**config.mk**
```make
export PLATFORM = sky130hd
export DESIGN_NAME = disp_mux_ctrl
export DESIGN_NICKNAME = d
export VERILOG_FILES = /design/src/rtl/disp_mux_ctrl_pkg.sv /design/src/rtl/disp_mux_ctrl_cycle_timer.sv /design/src/rtl/disp_mux_ctrl.sv
export SDC_FILE = /design/constraint.sdc
export NUM_CORES = 1
export LEC_CHECK = 0
export ABC_AREA = 1
export CORE_MARGIN = 5
export CORE_UTILIZATION = 34
export DETAILED_ROUTE_END_ITERATION = 8
export GPL_ROUTABILITY_DRIVEN = 0
export HOLD_SLACK_MARGIN = 0.08
export PLACE_DENSITY = 0.62
export SLEW_MARGIN = 20
export SYNTH_ARGS = -nofsm -noshare
export SYNTH_HDL_FRONTEND = slang
export SYNTH_HIERARCHICAL = 1
export SYNTH_SLANG_ARGS = --single-unit
```
**constraint.sdc**
```tcl
create_clock -name clk -period 6.45 [get_ports clk]
set_input_delay 0.9675 -clock clk [delete_from_list [all_inputs] [get_ports clk]]
set_output_delay 0.9675 -clock clk [all_outputs]
set_load 0.02 [all_outputs]
```
**src/rtl/disp_mux_ctrl_pkg.sv**
```systemverilog
`default_nettype none
// ============================================================================
// Package : disp_pkg
// Purpose : Shared types and constants for the display multiplex scheduler.
//           Holds the scheduler state encoding, the digit nibble width, the
//           default dwell/blank lengths for a 48 MHz clock, and a helper that
//           sizes the shared phase timer.
// Revision: 1.0 - initial release
// ============================================================================
package disp_pkg;

  typedef enum logic {
    S_BLANK = 1'b0,
    S_DRIVE = 1'b1
  } disp_state_t;

  localparam int DISP_NIBBLE_W      = 4;

  // 48 MHz: 24000 cycles = 500 us on, 240 cycles = 5 us blank per slot
  localparam int DISP_DWELL_DEFAULT = 24000;
  localparam int DISP_BLANK_DEFAULT = 240;

  // Timer must hold values 0..max_count-1; sized as clog2(max_count+1)
  function automatic int timer_width(input int max_count);
    return (max_count < 1) ? 1 : $clog2(max_count + 1);
  endfunction

endpackage : disp_pkg
`default_nettype wire

```
**src/rtl/disp_mux_ctrl_cycle_timer.sv**
```systemverilog
`default_nettype none
// ============================================================================
// Module  : cycle_timer
// Purpose : Up-counter shared by the blank and drive phases. The terminal
//           value is supplied at run time so one counter serves both phases.
// Ports   : clk     - system clock
//           reset_n - asynchronous active-low reset (count -> 0)
//           clear   - synchronous clear, wins over en
//           en      - count enable
//           last    - terminal value (phase length - 1)
//           tc      - high while count equals last
// Revision: 1.0 - initial release
// ============================================================================
module cycle_timer
  import disp_pkg::*;
#(
  parameter  int MAX = DISP_DWELL_DEFAULT,
  localparam int W   = timer_width(MAX)
) (
  input  logic         clk,
  input  logic         reset_n,
  input  logic         clear,
  input  logic         en,
  input  logic [W-1:0] last,
  output logic         tc
);

  logic [W-1:0] r_count;

  always_ff @(posedge clk or negedge reset_n) begin
    if (!reset_n) begin
      r_count <= '0;
    end else if (clear) begin
      r_count <= '0;
    end else if (en) begin
      r_count <= r_count + 1'b1;
    end
  end

  assign tc = (r_count == last);

endmodule : cycle_timer
`default_nettype wire

```
**src/rtl/disp_mux_ctrl.sv**
```systemverilog
`default_nettype none
// ============================================================================
// Module  : disp_mux_ctrl
// Purpose : Time-multiplex scheduler sharing one hex decoder across N_DIGITS
//           common-anode displays. Every slot blanks all anodes, latches the
//           slot's nibble, then drives one anode for a dwell period, so the
//           decoder input never changes while an anode is on.
// Ports   : clk        - system clock
//           reset_n    - asynchronous active-low reset
//           en         - 1 = scan running, 0 = all displays blanked
//           digits_in  - packed digit nibbles, digit k at [4k+3:4k]
//           dec_s      - registered nibble to the decoder
//           anode_n    - registered active-low anode enables (<=1 low)
//           slot_idx   - current / next digit index
//           frame_tick - one-cycle pulse after the last digit's dwell
// Revision: 1.0 - initial release
// ============================================================================
module disp_mux_ctrl
  import disp_pkg::*;
#(
  parameter int N_DIGITS     = 2,
  parameter int DWELL_CYCLES = DISP_DWELL_DEFAULT,
  parameter int BLANK_CYCLES = DISP_BLANK_DEFAULT
) (
  input  logic                              clk,
  input  logic                              reset_n,
  input  logic                              en,
  input  logic [DISP_NIBBLE_W*N_DIGITS-1:0] digits_in,
  output logic [DISP_NIBBLE_W-1:0]          dec_s,
  output logic [N_DIGITS-1:0]               anode_n,
  output logic [$clog2(N_DIGITS)-1:0]       slot_idx,
  output logic                              frame_tick
);

  localparam int c_SLOT_W    = $clog2(N_DIGITS);
  localparam int c_TIMER_MAX = (DWELL_CYCLES > BLANK_CYCLES) ? DWELL_CYCLES : BLANK_CYCLES;
  localparam int c_TIMER_W   = timer_width(c_TIMER_MAX);
  localparam int c_NIB_SLOTS = 2 ** c_SLOT_W;

  if (N_DIGITS < 2) begin : g_err_digits
    $error("disp_mux_ctrl: N_DIGITS must be >= 2");
  end
  if (DWELL_CYCLES < 1) begin : g_err_dwell
    $error("disp_mux_ctrl: DWELL_CYCLES must be >= 1");
  end
  if (BLANK_CYCLES < 1) begin : g_err_blank
    $error("disp_mux_ctrl: BLANK_CYCLES must be >= 1");
  end

  disp_state_t                r_state;
  logic [c_SLOT_W-1:0]        r_slot;
  logic [N_DIGITS-1:0]        r_anode_n;
  logic [DISP_NIBBLE_W-1:0]   r_dec;
  logic                       r_frame_tick;

  logic [DISP_NIBBLE_W-1:0]   w_nibble [c_NIB_SLOTS];
  logic [N_DIGITS-1:0]        w_drive_n;
  logic [c_TIMER_W-1:0]       w_last;
  logic                       w_tc_raw;
  logic                       w_tc;
  logic                       w_slot_last;
  logic [c_SLOT_W-1:0]        w_slot_next;

  // Pad the nibble table to a power of two so any slot index is in range
  for (genvar k = 0; k < c_NIB_SLOTS; k++) begin : g_nibble
    if (k < N_DIGITS) begin : g_real
      assign w_nibble[k] = digits_in[DISP_NIBBLE_W*k +: DISP_NIBBLE_W];
    end else begin : g_pad
      assign w_nibble[k] = '1;
    end
  end

  for (genvar k = 0; k < N_DIGITS; k++) begin : g_anode
    assign w_drive_n[k] = (r_slot != c_SLOT_W'(k));
  end

  assign w_last = (r_state == S_BLANK) ? c_TIMER_W'(BLANK_CYCLES - 1)
                                       : c_TIMER_W'(DWELL_CYCLES - 1);

  // A terminal count only counts while running; en=0 overrides any advance
  assign w_tc        = en && w_tc_raw;
  assign w_slot_last = (r_slot == c_SLOT_W'(N_DIGITS - 1));
  assign w_slot_next = w_slot_last ? '0 : r_slot + 1'b1;

  cycle_timer #(
    .MAX (c_TIMER_MAX)
  ) u_timer (
    .clk     (clk),
    .reset_n (reset_n),
    .clear   (!en || w_tc),
    .en      (en),
    .last    (w_last),
    .tc      (w_tc_raw)
  );

  always_ff @(posedge clk or negedge reset_n) begin
    if (!reset_n) begin
      r_state      <= S_BLANK;
      r_slot       <= '0;
      r_anode_n    <= '1;
      r_dec        <= '1;
      r_frame_tick <= 1'b0;
    end else if (!en) begin
      // Slot and nibble are kept so the scan resumes on the same digit
      r_state      <= S_BLANK;
      r_anode_n    <= '1;
      r_frame_tick <= 1'b0;
    end else begin
      r_frame_tick <= 1'b0;
      if (r_state == S_BLANK) begin
        r_anode_n <= '1;
        if (w_tc) begin
          // Nibble and anode switch on the same edge; nibble then holds
          r_dec     <= w_nibble[r_slot];
          r_anode_n <= w_drive_n;
          r_state   <= S_DRIVE;
        end
      end else begin
        r_anode_n <= w_drive_n;
        if (w_tc) begin
          r_anode_n    <= '1;
          r_slot       <= w_slot_next;
          r_frame_tick <= w_slot_last;
          r_state      <= S_BLANK;
        end
      end
    end
  end

  assign dec_s      = r_dec;
  assign anode_n    = r_anode_n;
  assign slot_idx   = r_slot;
  assign frame_tick = r_frame_tick;

endmodule : disp_mux_ctrl
`default_nettype wire
```
# After elaboration in Yosys (flattened, before gate mapping)

Cells that the tools add are included.

Output and inout port bits: 8
Bits in latches: 0
Memories: 0
Register bits after elaboration: 24
Word-level logic and storage cells: 37
ROM bits: 0
RAM bits: 0

Equal/unequal tests: 1
$lt $le $gt $ge: 1
Add/sub/neg operators: 2
Div/mod/pow operators: 0
Bitwise logic cells: 3
Reduce and logical (&&, ||, !) cells: 6
Multiplexer cells: 18
$mul: 0
Shift operators: 0

Operators with widths:

| cell                    | count |
|---|---|
| $mux W15                | 3 |
| $add A15 B1 Y15 const B | 1 |
| $eq A15 B15 Y1          | 1 |
| $mux W4                 | 3 |
| $mux W1                 | 8 |
| $mux W2                 | 4 |
| $reduce_and A3 Y1       | 2 |
| $ge A2 B2 Y1 const B    | 1 |
| $not A1 Y1              | 2 |
| $not A1 Y2              | 1 |
| $reduce_bool A2 Y1      | 1 |
| $add A1 B1 Y1 const B   | 1 |
| $logic_and A1 B1 Y1     | 1 |
| $logic_not A1 Y1        | 1 |
| $logic_or A1 B1 Y1      | 1 |

# Longest topological paths before layout

Word-level depth: 6
Gate-level depth with buffers: 16

# Modules after synthesis

The synthesis kept the hierarchy.

Modules (own cells, without submodules):

| module        | cells an instance | area an instance (um2) | times used |
|---|---|---|---|
| cycle_timer   | 147               | 1,016.0                | 1 |
| disp_mux_ctrl | 51                | 411.6                  | 1 |

# Worst setup path before layout

OpenSTA, ideal clock, no wires.

Path type: flip-flop to flip-flop
Start point: reg r_state
End point: reg u_timer.r_count[12]
Clock period less this slack: 2.026 ns
Data arrival time: 1.909 ns
Path slack: 4.424 ns
Setup time: 0.117 ns
Cell stages (with the launch flop): 16
Buffers on the path: 0
Cell sequence: dfrtp_1 > inv_2 > xnor2_1 > nand2_1 > nor2_1 > nand2_1 > nor2_1 > inv_1 > nand2_1 > nor2_2 > nor2_1 > nand2_2 > nor2_1 > nand2_1 > nand2_1 > nor2_1

Word-level cells in the longest chain between the ends: 5
Elaborated cells on any way between the ends: 6

RTL lines:

| what                                                  | line                            | RTL |
|---|---|---|
| from (decl)                                           | disp_mux_ctrl.sv:50             | `disp_state_t r_state;` |
| from (signal assigned)                                | disp_mux_ctrl.sv:98             | `r_state <= S_BLANK;` |
| from (signal assigned)                                | disp_mux_ctrl.sv:105            | `r_state <= S_BLANK;` |
| from (signal assigned)                                | disp_mux_ctrl.sv:116            | `r_state <= S_DRIVE;` |
| $mux W15 (*)                                          | disp_mux_ctrl.sv:77             | `assign w_last = (r_state == S_BLANK) ? c_TIMER_W'(BLANK_CYCLES - 1)` |
| via w_last[6]                                         | disp_mux_ctrl.sv:58             | `logic [c_TIMER_W-1:0] w_last;` |
| $eq A15 B15 Y1 (*)                                    | disp_mux_ctrl_cycle_timer.sv:40 | `assign tc = (r_count == last);` |
| via w_tc_raw                                          | disp_mux_ctrl.sv:59             | `logic w_tc_raw;` |
| $logic_and A1 B1 Y1 (*)                               | disp_mux_ctrl.sv:81             | `assign w_tc = en && w_tc_raw;` |
| $logic_or A1 B1 Y1 (*)                                | disp_mux_ctrl.sv:90             | `.clear (!en \|\| w_tc),` |
| $mux W15 / $reduce_bool A2 Y1 (equally long branches) | -                               |  |
| to (signal assigned)                                  | disp_mux_ctrl_cycle_timer.sv:36 | `r_count <= r_count + 1'b1;` |
| to (decl)                                             | disp_mux_ctrl_cycle_timer.sv:28 | `logic [W-1:0] r_count;` |

The timed path passes the listed nets; every way through them passes the cells marked *.
A chain may end at the register's enable or synchronous reset.

# Worst setup path in the final report

Start point: in en
End point: reg u_timer.r_count[3]

Word-level cells in the longest chain between the ends: 3
Elaborated cells on any way between the ends: 5

RTL lines:

| what                                                           | line                | RTL |
|---|---|---|
| from (decl)                                                    | disp_mux_ctrl.sv:27 | `input logic en,` |
| $logic_not A1 Y1 / $logic_and A1 B1 Y1 (equally long branches) | -                   |  |
| $logic_or A1 B1 Y1                                             | disp_mux_ctrl.sv:90 |  |
| $mux W15 / $reduce_bool A2 Y1 (equally long branches)          | -                   |  |

Parallel ways exist; a longest one is shown, timed or not.

==> reports/qor.txt <==
OUTCOME
-------------------------------------------------------------------------------------------
Outcome ......................................................................    completed

SYNTHESIS
-------------------------------------------------------------------------------------------
Post-synthesis instance area .................................................    1430 um^2
Dominant cells by area after synthesis ....................................... dfrtp_1, nand2_1, dfstp_2
Post-synth cell types ........................................................           21
Mean cell area of the mapped netlist .........................................    7.21 um^2
Mapped Cells .................................................................          198
Flops & latches, synth .......................................................           24
Cell type with the largest total area after synthesis ........................      dfrtp_1
Post-synthesis sequential area ratio .........................................        42.6%
Area share of the largest cell type after synthesis ..........................        31.6%
Synthesis Warnings ...........................................................            6

SETUP PATH
-------------------------------------------------------------------------------------------
Biggest cell delay along the critical path ...................................      0.73 ns
Crit. path cell count ........................................................            7
Highest fanout seen on the critical path .....................................           11
Setup CP Type ................................................................    in -> reg
Highest-delay cell along the critical path ................................... clkdlybuf4s50_1
Setup crit start .............................................................           en
Buffers plus inverters on the worst setup path ...............................            2
Req. time, crit path .........................................................      6.64 ns
Worst reg2reg path startpoint ................................................ r_state$_DFF_PN0_
CP most frequent cell ........................................................      nand2_1
CP endpoint kind .............................................................     register
Cells on worst reg2reg path ..................................................           15
Crit-path leading delay family ............................................... buffers and inverters
Minimum setup slack among reg-to-reg paths ...................................      4.07 ns
Type of origin of the critical path ..........................................   input port
Cells along the critical path ................................................ clkdlybuf4s50_1, nand2_1, nor2_2, inv_1, nand2_1, o21ai_0, a21oi_1
Last element of the critical path ............................................ u_timer/r_count[3]$_DFFE_PN0P_
Endpoint of the worst register-to-register path .............................. u_timer/r_count[12]$_DFFE_PN0P_
Worst Path Arrival ...........................................................      2.60 ns

TIMING
-------------------------------------------------------------------------------------------
Transition time at the pin with the least slew margin ........................     0.504 ns
Clock skew after layout ......................................................   0.00609 ns
Hold violation count in the final report .....................................            0
RSZ-0062 raised after global routing .........................................        false
Headroom to the max-slew limit ...............................................        66.4%
Max-slew violation count .....................................................            0
Total Neg Setup Slack ........................................................         0 ns
Fmax achieved ................................................................      415 MHz
Part of the cycle the worst path needs .......................................        37.4%
Final setup viols ............................................................            0
Final worst path period need .................................................      2.41 ns
Worst path setup slack after routing .........................................      4.04 ns

CLOCK NETWORK
-------------------------------------------------------------------------------------------
Clock slew at the register clock pins of the worst setup and hold paths ......      0.09 ns
H-tree depth .................................................................            1
Total of hold buffers inserted after clock tree synthesis ....................            0
Post-CTS setup buffers .......................................................            0
TritonCTS clock tree .........................................................        built
Clock net sink count .........................................................           24
Inserted Clock Buffers .......................................................            3
Root Buffer Master ...........................................................     clkbuf_8
Clock latency at the later pin of the worst-skew pair ........................      0.27 ns
Gates resized, CTS repair ....................................................            0
Maximum buffer depth of the clock tree .......................................            2

DRT
-------------------------------------------------------------------------------------------
Number of iterations in the first detailed-routing pass ......................            4
Final routed wire length divided by cell count ...............................      10.6 um
Antenna Violating Nets Remaining .............................................            0
Total wire length ............................................................      2.92 mm
Post-detailed-route DRC marker count .........................................            0
DR vias ......................................................................         1217
Number of design-rule violations left by the first detailed-router iteration .           53
Avg Vias per Cell ............................................................         4.41

CELLS AND AREA
-------------------------------------------------------------------------------------------
Diode count ..................................................................            0
Relative area change from synthesis to final layout ..........................        23.6%
FF/Latch Area ................................................................     608 um^2
Layout cells sized above 1 ...................................................        11.1%
NumNets Final ................................................................          239
Most frequent cells in the layout ............................................ nand2_1, nor2_1, dfrtp_1, clkdlybuf4s50_1, inv_1
Commonest non-fill, non-tap cell in the layout ...............................      nand2_1
Area taken by multi-input logic gates ........................................     763 um^2
Layout fillers ...............................................................          420

GLOBAL ROUTE
-------------------------------------------------------------------------------------------
Maximum number of pins on one net before global-route repair .................           25
Total grt overflow ...........................................................            0
Wire length of the first global-routing pass .................................      4.93 mm
Number of global-route vias before repair ....................................         1093
Global routing usage summed across all routing layers ........................        11.4%
Number of antenna violations at the first check in global routing ............            0

JOB
-------------------------------------------------------------------------------------------
Max-cap check violation count ................................................            0

PLACEMENT
-------------------------------------------------------------------------------------------
Minimum setup slack after placement ..........................................      3.75 ns
Port buffer count ............................................................           18
Placed wire-length estimate ..................................................      2.24 mm

FLOORPLANNING
-------------------------------------------------------------------------------------------
Die height ...................................................................      74.8 um
Placement row count ..........................................................           23
CORE AREA ....................................................................    4030 um^2
X dimension of the die .......................................................      74.8 um
Number of placed I/O pins ....................................................           19
Effective utilization at floorplan ...........................................        35.4%
Floorplan die area ...........................................................    5600 um^2

MIN PATH
-------------------------------------------------------------------------------------------
Min-Delay Path Class .........................................................   reg -> reg
Launch point of the worst hold path .......................................... dec_s[0]$_DFFE_PN1P_

POWER
-------------------------------------------------------------------------------------------
Maximum VDD drop .............................................................       100 uV
LEAKAGE ......................................................................     0.800 nW
Power per standard cell area .................................................  176 nW/um^2

Yosys cell counts:
master    n
nand4_1   4
nor2_4    1
ha_1      1
nand2_1  70
a31oi_1   1
dfstp_2   6
conb_1    2
nand3_2   1
o21ai_0   4
a21oi_1   5
buf_4     1
nand2_2   3
nor2_2    6
xor2_1    1
nor3b_1   1
inv_1    16
inv_2     3
nor2_1   31
dfrtp_1  18
nand3_1   8
xnor2_1  15
flip-flops by register name, indices dropped and copies added, names as in the netlist:
signal	count
u_timer/r_count	15
dec_s	4
anode_n	2
frame_tick	1
r_state	1
slot_idx	1
layer usage:
metal | vias up | GRT usage [%] | share of wire [%]
li1 | 656 | - | -
met1 | 551 | 14.6 | 47
met2 | 8 | 19.3 | 49
met3 | 2 | 1.47 | 2.1
met4 | 0 | 4.74 | 1.3
met5 | - | 0 | 0
worst min-delay path: stages, from the launching register on:
cell	delay [ns]
dfstp_2	0.38
nand2_1	0.05
nand2_1	0.05
logic make-up after synthesis:
family                     after synthesis  share of synthesized area (%)
buffers and inverters                   20                           5.52
DFF                                     24                           42.6
xor gates and xnor gates                16                           9.82
and+or+nand+nor                        125                           37.1
adders and majority gates                1                          0.876
AOI/OAI and AO/OA                       10                           3.59
other                                    2                          0.526
worst min-delay path by stage:
stage	end	slack, ns	cells after the start
3_5_place_dp	dec_s[3]$_DFFE_PN1P_	0.46	2
3_3_place_gp	dec_s[1]$_DFFE_PN1P_	0.46	2
4_1_cts	dec_s[2]$_DFFE_PN1P_	0.48	2
5_1_grt	dec_s[2]$_DFFE_PN1P_	0.50	2
2_1_floorplan	dec_s[0]$_DFFE_PN1P_	0.50	2
6_report	dec_s[0]$_DFFE_PN1P_	0.47	2
per-stage QoR:
step	total power, mW	std cells	hold WS (ns)	utilization (%)	area [um^2]
final	0.310	276	0.472	43.8	1760
after global routing	0.324	276	0.500	43.8	1760
after CTS	0.315	276	0.477	43.8	1760
after detailed placement	0.181	272	0.458	42.0	1690
after global placement	0.181	272	0.457	42.0	1690
after floorplan	0.169	204	0.501	-	1450
power breakdown:
part           switching (mW)  internal [mW]  leakage (nW)
Combinational          0.0126         0.0117         0.452
Sequential            0.00186          0.152         0.312
Clock                  0.0495         0.0829        0.0357
Total                  0.0639          0.246         0.800
layout make-up:
type | count | area share, %
well taps | 50 | 3.55
multi-input cells | 160 | 43.3
repair buffers | 19 | 10.6
flip-flops and latches | 24 | 34.5
clock inverters | 1 | 1.70
clock buffers | 3 | 2.34
inverters | 19 | 4.04
(Power assumes the default switching activity.)
